==> src/rtl/vga_pkg.sv <==
// Shared types and default VGA 640x480@60 timing for the pixel timing generator.
package vga_pkg;

  typedef enum logic [1:0] {
    H_ACT   = 2'd0,
    H_FRONT = 2'd1,
    H_SYNC  = 2'd2,
    H_BACK  = 2'd3
  } h_state_t;

  typedef enum logic [1:0] {
    V_ACT   = 2'd0,
    V_FRONT = 2'd1,
    V_SYNC  = 2'd2,
    V_BACK  = 2'd3
  } v_state_t;

  localparam int POS_W        = 10;
  localparam int DEF_H_ACTIVE = 640;
  localparam int DEF_H_FP     = 16;
  localparam int DEF_H_SYNC   = 96;
  localparam int DEF_H_BP     = 48;
  localparam int DEF_V_ACTIVE = 480;
  localparam int DEF_V_FP     = 10;
  localparam int DEF_V_SYNC   = 2;
  localparam int DEF_V_BP     = 33;

endpackage

==> src/rtl/sync_axis_fsm.sv <==
// One timing axis: active/front/sync/back sequencer with an absolute position counter.
// The same sequencing serves both axes; the vertical instance shares the h_state_t encoding.
module sync_axis_fsm
  import vga_pkg::*;
#(
  parameter int ACTIVE = DEF_H_ACTIVE,
  parameter int FP     = DEF_H_FP,
  parameter int SYNC   = DEF_H_SYNC,
  parameter int BP     = DEF_H_BP
) (
  input  logic             clk,
  input  logic             n_rst,
  input  logic             adv,
  output logic [POS_W-1:0] pos_o,
  output logic             sync_n_o,
  output logic             active_o,
  output logic             wrap_o
);

  h_state_t           state_q, state_d;
  logic [POS_W-1:0]   cnt_q, cnt_d;
  logic [POS_W-1:0]   pos_q, pos_d;
  logic               sync_n_q, sync_n_d;
  logic               active_q, active_d;
  logic [POS_W-1:0]   len_m1;
  logic               last;

  always_comb begin
    len_m1 = POS_W'(ACTIVE - 1);
    case (state_q)
      H_ACT:   len_m1 = POS_W'(ACTIVE - 1);
      H_FRONT: len_m1 = POS_W'(FP - 1);
      H_SYNC:  len_m1 = POS_W'(SYNC - 1);
      H_BACK:  len_m1 = POS_W'(BP - 1);
      default: len_m1 = POS_W'(ACTIVE - 1);
    endcase
  end

  assign last   = (cnt_q == len_m1);
  // Leaving the back porch is the end of the axis period.
  assign wrap_o = adv & last & (state_q == H_BACK);

  always_comb begin
    state_d = state_q;
    cnt_d   = cnt_q;
    pos_d   = pos_q;
    if (adv) begin
      pos_d = wrap_o ? '0 : pos_q + POS_W'(1);
      if (last) begin
        cnt_d = '0;
        case (state_q)
          H_ACT:   state_d = H_FRONT;
          H_FRONT: state_d = H_SYNC;
          H_SYNC:  state_d = H_BACK;
          H_BACK:  state_d = H_ACT;
          default: state_d = H_ACT;
        endcase
      end else begin
        cnt_d = cnt_q + POS_W'(1);
      end
    end
    sync_n_d = (state_d != H_SYNC);
    active_d = (state_d == H_ACT);
  end

  always_ff @(posedge clk or negedge n_rst) begin
    if (!n_rst) begin
      state_q  <= H_ACT;
      cnt_q    <= '0;
      pos_q    <= '0;
      sync_n_q <= 1'b1;
      active_q <= 1'b1;
    end else begin
      state_q  <= state_d;
      cnt_q    <= cnt_d;
      pos_q    <= pos_d;
      sync_n_q <= sync_n_d;
      active_q <= active_d;
    end
  end

  assign pos_o    = pos_q;
  assign sync_n_o = sync_n_q;
  assign active_o = active_q;

endmodule

==> src/rtl/pixel_timing_gen.sv <==
// VGA-style raster timing: edge-detects the divided pixel flag and steps
// horizontal and vertical sequencers, producing syncs, blanking and position.
module pixel_timing_gen
  import vga_pkg::*;
#(
  parameter int H_ACTIVE = DEF_H_ACTIVE,
  parameter int H_FP     = DEF_H_FP,
  parameter int H_SYNC   = DEF_H_SYNC,
  parameter int H_BP     = DEF_H_BP,
  parameter int V_ACTIVE = DEF_V_ACTIVE,
  parameter int V_FP     = DEF_V_FP,
  parameter int V_SYNC   = DEF_V_SYNC,
  parameter int V_BP     = DEF_V_BP
) (
  input  logic       clk,
  input  logic       n_rst,
  input  logic       enable,
  input  logic       flag_pixel,
  output logic       hsync,
  output logic       vsync,
  output logic       video_on,
  output logic [9:0] pixel_x,
  output logic [9:0] pixel_y,
  output logic       line_start,
  output logic       frame_start
);

  logic flag_prev_q;
  logic tick;
  logic h_wrap, v_wrap;
  logic h_active, v_active;
  logic line_start_q, line_start_d;
  logic frame_start_q, frame_start_d;

  // flag_prev tracks the flag even while disabled, so edges seen then are consumed.
  assign tick = enable & flag_pixel & ~flag_prev_q;

  sync_axis_fsm #(
    .ACTIVE (H_ACTIVE),
    .FP     (H_FP),
    .SYNC   (H_SYNC),
    .BP     (H_BP)
  ) u_h_axis (
    .clk      (clk),
    .n_rst    (n_rst),
    .adv      (tick),
    .pos_o    (pixel_x),
    .sync_n_o (hsync),
    .active_o (h_active),
    .wrap_o   (h_wrap)
  );

  sync_axis_fsm #(
    .ACTIVE (V_ACTIVE),
    .FP     (V_FP),
    .SYNC   (V_SYNC),
    .BP     (V_BP)
  ) u_v_axis (
    .clk      (clk),
    .n_rst    (n_rst),
    .adv      (h_wrap),
    .pos_o    (pixel_y),
    .sync_n_o (vsync),
    .active_o (v_active),
    .wrap_o   (v_wrap)
  );

  always_comb begin
    line_start_d  = h_wrap;
    frame_start_d = v_wrap;
  end

  always_ff @(posedge clk or negedge n_rst) begin
    if (!n_rst) begin
      flag_prev_q   <= 1'b0;
      line_start_q  <= 1'b0;
      frame_start_q <= 1'b0;
    end else begin
      flag_prev_q   <= flag_pixel;
      line_start_q  <= line_start_d;
      frame_start_q <= frame_start_d;
    end
  end

  assign video_on    = h_active & v_active;
  assign line_start  = line_start_q;
  assign frame_start = frame_start_q;

endmodule

==> config.mk <==
export PLATFORM = sky130hd
export DESIGN_NAME = pixel_timing_gen
export DESIGN_NICKNAME = d
export VERILOG_FILES = /design/src/rtl/vga_pkg.sv /design/src/rtl/sync_axis_fsm.sv /design/src/rtl/pixel_timing_gen.sv
export SDC_FILE = /design/constraint.sdc
export NUM_CORES = 1
export LEC_CHECK = 0
export CORE_UTILIZATION = 56
export CTS_CLUSTER_DIAMETER = 150
export CTS_CLUSTER_SIZE = 12
export DETAILED_ROUTE_END_ITERATION = 8
export PLACE_DENSITY = 0.79
export SETUP_SLACK_MARGIN = 0.3
export SLEW_MARGIN = 30
export SYNTH_ARGS = -nofsm -noshare
export SYNTH_HDL_FRONTEND = slang
export SYNTH_SLANG_ARGS = --single-unit
==> constraint.sdc <==
create_clock -name clk -period 2.8 [get_ports clk]
set_clock_uncertainty 0.05 [all_clocks]
set_input_delay 0.28 -clock clk [delete_from_list [all_inputs] [get_ports clk]]
set_output_delay 0.28 -clock clk [all_outputs]
set_load 0.1 [all_outputs]
Word-level counts from Yosys, hierarchy flattened

Index checks and enable logic that the tools add are counted.

Flip-flop bits (word level): 51
Input bits: 4
Output and inout port bits: 25
Logic and storage cells: 51

$add $sub $neg: 4
Equal/unequal tests: 10
Multiplexer cells: 12
Bitwise operators: 8
Reduce and logical (&&, ||, !) cells: 4

Operators with widths:

| operator              | number |
|---|---|
| $pmux 10 s4           | 2 |
| $add 10x1->10 const B | 4 |
| $mux 10               | 4 |
| $eq 10x10->1          | 2 |
| $pmux 2 s4            | 2 |
| $eq 2x2->1 const B    | 4 |
| $logic_not 2->1       | 4 |
| $mux 2                | 4 |
| $and 1x1->1           | 7 |
| $eq 2x1->1 const B    | 2 |
| $ne 2x2->1 const B    | 2 |
| $not 1->1             | 1 |

Depth between registers and ports, before layout

Gate-level depths: netlist of run 1.

Depth in word-level cells: 8
Mapped depth: 8
Mapped depth without buffers: 7

Hierarchy

From an unflattened synthesis of run 1, not the netlist that was laid out.

Cells, all modules: 254
Area, all modules: 2,611.3 um^2

Modules (own cells, without submodules):

| module                   | times used | cells an instance | area an instance (um^2) | seq. area each (um^2) |
|---|---|---|---|---|
| sync_axis_fsm (u_v_axis) | 1          | 129               | 1,300.0                 | 603.1 |
| sync_axis_fsm (u_h_axis) | 1          | 120               | 1,221.2                 | 603.1 |
| pixel_timing_gen         | 1          | 5                 | 90.1                    | 75.1 |

Least setup slack after synthesis of run 1

No wires, ideal clock.

Path kind: register to register
From: register u_v_axis.pos_q[1], in the netlist u_v_axis.pos_o[1]
To: register u_v_axis.pos_q[6], in the netlist u_v_axis.pos_o[6]
Setup time: 0.069 ns
Arrival: 2.094 ns
Required time: 2.681 ns
Path slack: 0.587 ns
Stages on the path, launching flop included: 7
Path buffers: 0
Period minus slack after synthesis: 2.213 ns
Cells stage by stage: dfrtp_1 > ha_1 > and3_1 > nand3_1 > or2_2 > o21ai_0 > a22o_1

Longest elaborated chain between the ends: 2

Ends and longest elaborated chain:

| element                | line                | source |
|---|---|---|
| from (decl)            | sync_axis_fsm.sv:22 | `logic [POS_W-1:0] pos_q, pos_d;` |
| from (signal assigned) | sync_axis_fsm.sv:76 | `pos_q <= pos_d;` |
| $add 10x1->10          | sync_axis_fsm.sv:48 | `pos_d = wrap_o ? '0 : pos_q + POS_W'(1);` |
| $mux 10                | sync_axis_fsm.sv:48 |  |

Every way passes these cells.
A chain may end at the register's enable or synchronous reset.

Worst setup path after layout of run 1

From: register u_h_axis.state_q[0]
To: register u_v_axis.cnt_q[1]

Longest elaborated chain between the ends: 5
Elaborated cells on any way between the ends: 8
Those cells by class: eq/ne (4); mux (1); bitwise (2); reduce/logical (1)

Ends and longest elaborated chain:

| element                            | line                                     | source |
|---|---|---|
| from (decl)                        | sync_axis_fsm.sv:20                      | `h_state_t state_q, state_d;` |
| from (signal assigned)             | sync_axis_fsm.sv:74                      | `state_q <= state_d;` |
| $eq 2x2->1 (tied with other cells) | sync_axis_fsm.sv:30, sync_axis_fsm.sv:41 |  |
| $pmux 10 s4                        | sync_axis_fsm.sv:30                      | `case (state_q)` |
| $eq 10x10->1                       | sync_axis_fsm.sv:39                      | `assign last = (cnt_q == len_m1);` |
| $and 1x1->1                        | sync_axis_fsm.sv:41                      | `assign wrap_o = adv & last & (state_q == H_BACK);` |
| $and 1x1->1 *                      | sync_axis_fsm.sv:41                      |  |
| to (signal assigned)               | sync_axis_fsm.sv:75                      | `cnt_q <= cnt_d;` |
| to (decl)                          | sync_axis_fsm.sv:21                      | `logic [POS_W-1:0] cnt_q, cnt_d;` |

Mark *: on every way between the ends. The rest lies on a longest branch, timed or not. The select of a mux whose other input is x is not followed.

==> impl_metrics.toml, run 1 <==
[die]
die_width_um = 71.9
start_util_pct = 58.0
ios = 29
die_h_um = 71.9
die-area_um2 = 5170
coreArea_um2 = 4720
num_rows = 25

[drt]
drtAntennaViolNets = 0
routedWlPerCell_um = 14.0
drc = 0
drt_first_pass_iters = 4
via_per_inst = 5.53
drt_iter0_drc = 81
vias = 2107
routed_wl_mm = 5.32

[synth]
ys.flop_type = "dfrtp_1"
synth_edf_count = 0
synth_area_um2 = 2740
ys_seq_elements = 51
synthArstFlopShare_pct = 100
ys_warn_count = 0
synth_cell_type_count = 51
synth_seq_area_share_pct = 46.8
syn_inst = 274
yosys.area.top_type = "dfrtp_1"
synthesis.nets = 289
synth_area_per_cell_um2 = 10.0
synth_area_leaders = "dfrtp_1 (43%), ha_1 (5.0%), nand2_1 (4.9%)"
yosysTopAreaCellShare_pct = 42.9

[cts]
cts.path.max_buffers = 2
cts_buffers = 5
insertion_delay_ns = 0.31
clk_pin_slew_ns = 0.09
h-tree-depth = 2
cts_tree = "done"
clockRootBuffer = "clkbuf_8"
cts_sinks = 51

[place]
dp_hpwl_mm = 3.78
io_buffers = 28
place_congestion = 0.828
pre_cts_slack_ns = 0.408
place_area_um2 = 3050

[sta]
period_share_pct = 81.9
finalSetupTns_ns = 0
fmaxAchievable_mhz = 436
rsz0062_at_grt = "false"
slew_headroom_pct = 71.5
worst_pin_slew_ns = 0.425
finalCriticalPeriod_ns = 2.29
post-route-worst-setup-slack_ns = 0.506
hold_viol = 0
setup_viol_count_final = 0
slew_viol_final = 0

[critical_path]
critPathArrivalTime_ns = 2.49
worstPathRequired_ns = 3.00
r2r-start = "u_h_axis.state_q[0]"
path_max_fanout = 10
cp-startpoint = "u_h_axis.state_q[0]"
end_kind = "flip-flop"
worstSetupStartpointType = "flip-flop"
path_class = "reg -> reg"

[pwr]
leakage_nw = 1.54
ir_drop_mv = 0.416
p_per_area_nw_per_um2 = 526

[global_route]
grt_max_degree = 34
grt_usage_pct = 22.1
grt_pass1_vias = 1939
grt_pass1_wl_mm = 8.86
antenna_found_initial = 0
grt.overflow.total = 0

[layout]
diodes = 0
fin_nets = 328
drive_gt1_share_pct = 20.4
fill_cells = 365
fin_area_um2 = 3180
syn_to_final_growth_pct = 16.2

[job]
cap_violations = 0

[hold_path]
hold_path.class = "in -> async"

[status]
status = "complete, no violations"
-- path summary, 6_finish.rpt --
check | cells past startpoint | slack, ns | endpoint
min reg2reg | 1 | 0.45 | u_h_axis.active_o
min | 2 | 0.38 | u_h_axis.pos_o[6]
min in group clk | 1 | 0.42 | flag_prev_q
max reg2reg | 9 | 0.51 | u_v_axis.cnt_q[1]
max | 9 | 0.51 | u_v_axis.cnt_q[1]
max in group asynchronous | 3 | 1.52 | u_v_axis.sync_n_o
-- flip-flops by register name, summed over array words and instances (netlist names) --
| signal | cells |
|---|---|
| u_h_axis.cnt_q | 10 |
| u_v_axis.sync_n_o | 1 |
| u_v_axis.cnt_q | 10 |
| u_v_axis.state_q | 2 |
| line_start | 1 |
| flag_prev_q | 1 |
| frame_start | 1 |
| u_h_axis.pos_o | 10 |
| u_h_axis.state_q | 2 |
| u_h_axis.sync_n_o | 1 |
| u_v_axis.pos_o | 10 |
| u_v_axis.active_o | 1 |
| u_h_axis.active_o | 1 |
-- cells in the mapped netlist, types with 4 or more instances --
cell	instances
o21ai_0	21
xor2_1	12
and2_1	4
ha_1	11
and3_1	6
xnor2_1	4
nand4_1	9
inv_1	7
nand3_1	9
a21oi_1	6
dfstp_2	4
nor3_1	5
dfrtp_1	47
mux2_2	4
a22o_1	10
nand2_1	36
nor2b_1	4
nor2_1	21
-- cells in the final DEF, fill, tap and decap left out, types with 3 or more instances in the layout --
master    instances
and3_1            6
a22o_1           10
and3_2            3
nand3_1           9
a41oi_1           3
buf_4            32
a21oi_1           6
nand2b_1          3
nand4_1           9
xnor2_1           4
xor2_1           11
nand3b_1          3
dfrtp_1          47
nor2b_1           4
nor3_1            5
nand2_1          36
and2_1            4
nor2_1           21
clkbuf_8          7
mux2_2            4
inv_1             7
dfstp_2           4
or3_1             3
or2_2             3
o21ai_0          21
ha_1             11
-- kinds of logic (layout without fill, tap and decap cells) --
family | after synthesis | after routing | synth area share [%]
adders and majority gates | 11 | 11 | 5.03
buffers and inverters | 11 | 51 | 1.92
DFF | 51 | 51 | 46.8
muxes | 4 | 4 | 1.64
xor gates and xnor gates | 16 | 16 | 5.12
and+or+nand+nor | 126 | 126 | 25.9
AOI/OAI and AO/OA | 55 | 55 | 13.7
-- layout make-up --
class	instances	area (um2)	share of cell area (%)
Sequential cell	51	1280	40.3
Clock inverter	1	7.51	0.236
Inverter	7	26.3	0.825
Tap cell	67	83.8	2.63
Clock buffer	7	96.3	3.03
Timing Repair Buffer	36	275	8.65
Multi-Input combinational cell	212	1410	44.4
-- power breakdown --
part / leakage (nW) / internal (mW) / switching (mW) / total [mW]
clock network: 0.0505 / 0.225 / 0.240 / 0.465
logic: 0.827 / 0.0922 / 0.262 / 0.354
registers: 0.664 / 0.789 / 0.0646 / 0.854
total: 1.54 / 1.11 / 0.567 / 1.67
-- critical path, cell delays in order (launching register included) --
cell	delay, ns
dfrtp_1	0.43
inv_1	0.09
ha_1	0.38
xor2_2	0.21
o211ai_1	0.22
nor4_4	0.30
buf_4	0.19
buf_4	0.18
nand3_1	0.09
nand2_1	0.09
-- metrics by stage --
stage / util (%) / cells / hold slack, ns / power (mW)
2_1_floorplan: - / 274 / -0.0656 / 1.13
3_3_place_gp: 64.5 / 370 / 0.188 / 1.21
3_5_place_dp: 64.5 / 370 / 0.190 / 1.22
4_1_cts: 66.9 / 379 / 0.394 / 1.68
5_1_grt: 67.4 / 381 / 0.411 / 1.75
6_report: 67.4 / 381 / 0.381 / 1.67
-- what timing repair did --
item | in CTS | in global routing
hold endpoints to repair | 18 | 0
resized for setup | 0 | 1
setup endpoints to repair | 0 | 17
hold buffers | 1 | 0
setup buffers | 0 | 2
-- per-layer routing --
| layer | track usage [%] | share of wire (%) |
|---|---|---|
| met1 | 30.0 | 49 |
| met2 | 35.7 | 47 |
| met3 | 4.58 | 2.9 |
| met4 | 7.19 | 1.2 |
| met5 | 0 | 0 |
No activity file was read; power rests on OpenSTA's default activity.
==> inputs of run 2 (changes only) <==
--- a/config.mk
+++ b/config.mk
@@ -5,11 +5,11 @@
 export SDC_FILE = /design/constraint.sdc
 export NUM_CORES = 1
 export LEC_CHECK = 0
-export CORE_UTILIZATION = 56
+export CORE_UTILIZATION = 51
 export CTS_CLUSTER_DIAMETER = 150
 export CTS_CLUSTER_SIZE = 12
 export DETAILED_ROUTE_END_ITERATION = 8
-export PLACE_DENSITY = 0.79
+export PLACE_DENSITY = 0.76
 export SETUP_SLACK_MARGIN = 0.3
 export SLEW_MARGIN = 30
 export SYNTH_ARGS = -nofsm -noshare
==> constraint.sdc (replaced) <==
create_clock -name clk -period 2 [get_ports clk]
set_clock_uncertainty 0.05 [all_clocks]
set_input_delay 0.2 -clock clk [delete_from_list [all_inputs] [get_ports clk]]
set_output_delay 0.2 -clock clk [all_outputs]
set_load 0.1 [all_outputs]
==> impl_metrics.toml, run 2 (synthesis gave the netlist of run 1 again) <==
[die]
coreArea_um2 = 5140
num_rows = 26
ios = 29
die_h_um = 75.3
start_util_pct = 53.3
die-area_um2 = 5670
die_width_um = 75.3

[pwr]
pwr-share-comb_pct = 23.5
p_sw_mw = 0.844
clock_power_share_pct = 29.4
leakage_nw = 1.79
p_seq_share_pct = 47.1
ir_drop_mv = 0.592
p_per_area_nw_per_um2 = 654
swShare_pct = 33.2
p_int_mw = 1.70

[hold_path]
hold_path.class = "in -> async"

[drt]
via_per_inst = 5.67
drtAntennaViolNets = 0
routed_wl_mm = 6.76
drt_first_pass_iters = 4
vias = 2381
routedWlPerCell_um = 16.1
drt_iter0_drc = 127
drc = 0

[job]
cap_violations = 0

[status]
status = "complete, no violations"

[layout]
diodes = 0
finish.utilization_pct = 75.6
layout_common_cells = "buf_4 (55), dfrtp_1 (36), nand2_1 (28)"
layout_commonest_cell = "buf_4"
final_cell_count_no_fill = 420
fin_area_um2 = 3890
drive_gt1_share_pct = 48.0
syn_to_final_growth_pct = 41.9
fin_nets = 364

[critical_path]
path_max_fanout = 6
worstSetupStartpointType = "flip-flop"
r2r_cells = 8
critPathArrivalTime_ns = 2.19
path_class = "reg -> reg"
end_kind = "flip-flop"
r2r_end = "u_v_axis.pos_o[5]"
worstPathRequired_ns = 2.20
r2r_slack_ns = 0.01
r2r-start = "u_h_axis.state_q[0]"

[sta]
period_share_pct = 99.4
slew_headroom_pct = 67.8
rsz0062_at_grt = "true"
setup_viol_count_final = 0
slew_viol_final = 0
post-route-worst-setup-slack_ns = 0.0114
finalCriticalPeriod_ns = 1.99
hold_viol = 0
worst_pin_slew_ns = 0.482
timing.hold.ws_ns = 0.311
fmaxAchievable_mhz = 503

[global_route]
use_met2_pct = 40.8
grt.overflow.total = 0
top_usage_layer = "met2"
antenna_found_initial = 0
grt_pass1_wl_mm = 10.3
grt_pass1_vias = 2264
gr-usage-met3_pct = 4.42
gr-usage-met1_pct = 30.3
grt_max_degree = 22
grt_usage_pct = 24.1

[place]
placed_cells = 389
pre_cts_slack_ns = -0.0215
place_area_um2 = 3260
dp_hpwl_mm = 3.91
place_congestion = 0.763
io_buffers = 28

[cts]
cts_sinks = 51
insertion_delay_ns = 0.31
cts_tree = "done"
cts_buffers = 5
clockRootBuffer = "clkbuf_8"
clk_pin_slew_ns = 0.09
h-tree-depth = 2
cts.path.max_buffers = 2
[run 2: critical path: stages, from the launching register on]
cell	delay (ns)
dfrtp_1	0.40
inv_2	0.09
ha_4	0.22
xor2_2	0.19
o211a_1	0.22
buf_4	0.13
nand4_4	0.13
or4_1	0.43
nand2_1	0.07
[run 2: how the worst max path moves through the flow]
stage                        startpoint                end  slack, ns  depth (start not counted)
floorplan           u_h_axis.state_q[0]  u_v_axis.pos_o[7]      -0.02                          7
global placement    u_v_axis.state_q[0]  u_v_axis.pos_o[0]       0.01                          7
detailed placement  u_v_axis.state_q[0]  u_v_axis.pos_o[0]      -0.02                          7
CTS                 u_h_axis.state_q[1]  u_h_axis.pos_o[2]       0.07                          8
global route        u_h_axis.state_q[0]  u_v_axis.cnt_q[4]      -0.09                          8
finish              u_h_axis.state_q[0]  u_v_axis.pos_o[5]       0.01                          8
[run 2: through the flow]
step	TNS [ns]	total power, mW
after floorplan	-0.0977	1.60
after global placement	0	1.73
after detailed placement	-0.0215	1.74
after CTS	0	2.50
after global routing	-0.948	2.64
final	0	2.54
[run 2: layout make-up]
type                    instances  area [um2]
inverters                       7        26.3
repair buffers                 72         638
flip-flops and latches         51        1290
fillers                       350        1250
clock inverters                 2        35.0
multi-input cells             212        1720
clock buffers                   6        82.6
well taps                      70        87.6
[run 2: what timing repair did]
item | CTS | global route
pin swaps | 19 | 14
resized for setup | 43 | 43
buffers inserted | 15 | 3
hold buffers | 1 | 0
endpoints found under the hold margin | 19 | 0
endpoints found under the setup margin | 47 | 48
gates cloned | 3 | 1
[run 2: layer usage]
layer	part of all wire, %	wire length [um]
met1	43	2880
met2	52	3550
met3	3.2	213
met4	1.8	123
met5	0	0
[run 2: power by group through the flow]
| stage | Clock (mW) | Combinational (mW) | Sequential [mW] |
|---|---|---|---|
| 6_report | 0.748 | 0.597 | 1.20 |
| 5_1_grt | 0.797 | 0.632 | 1.21 |
| 4_1_cts | 0.765 | 0.550 | 1.19 |
| 3_5_place_dp | 0 | 0.536 | 1.21 |
| 3_3_place_gp | 0 | 0.526 | 1.21 |
| 2_1_floorplan | 0 | 0.154 | 1.44 |
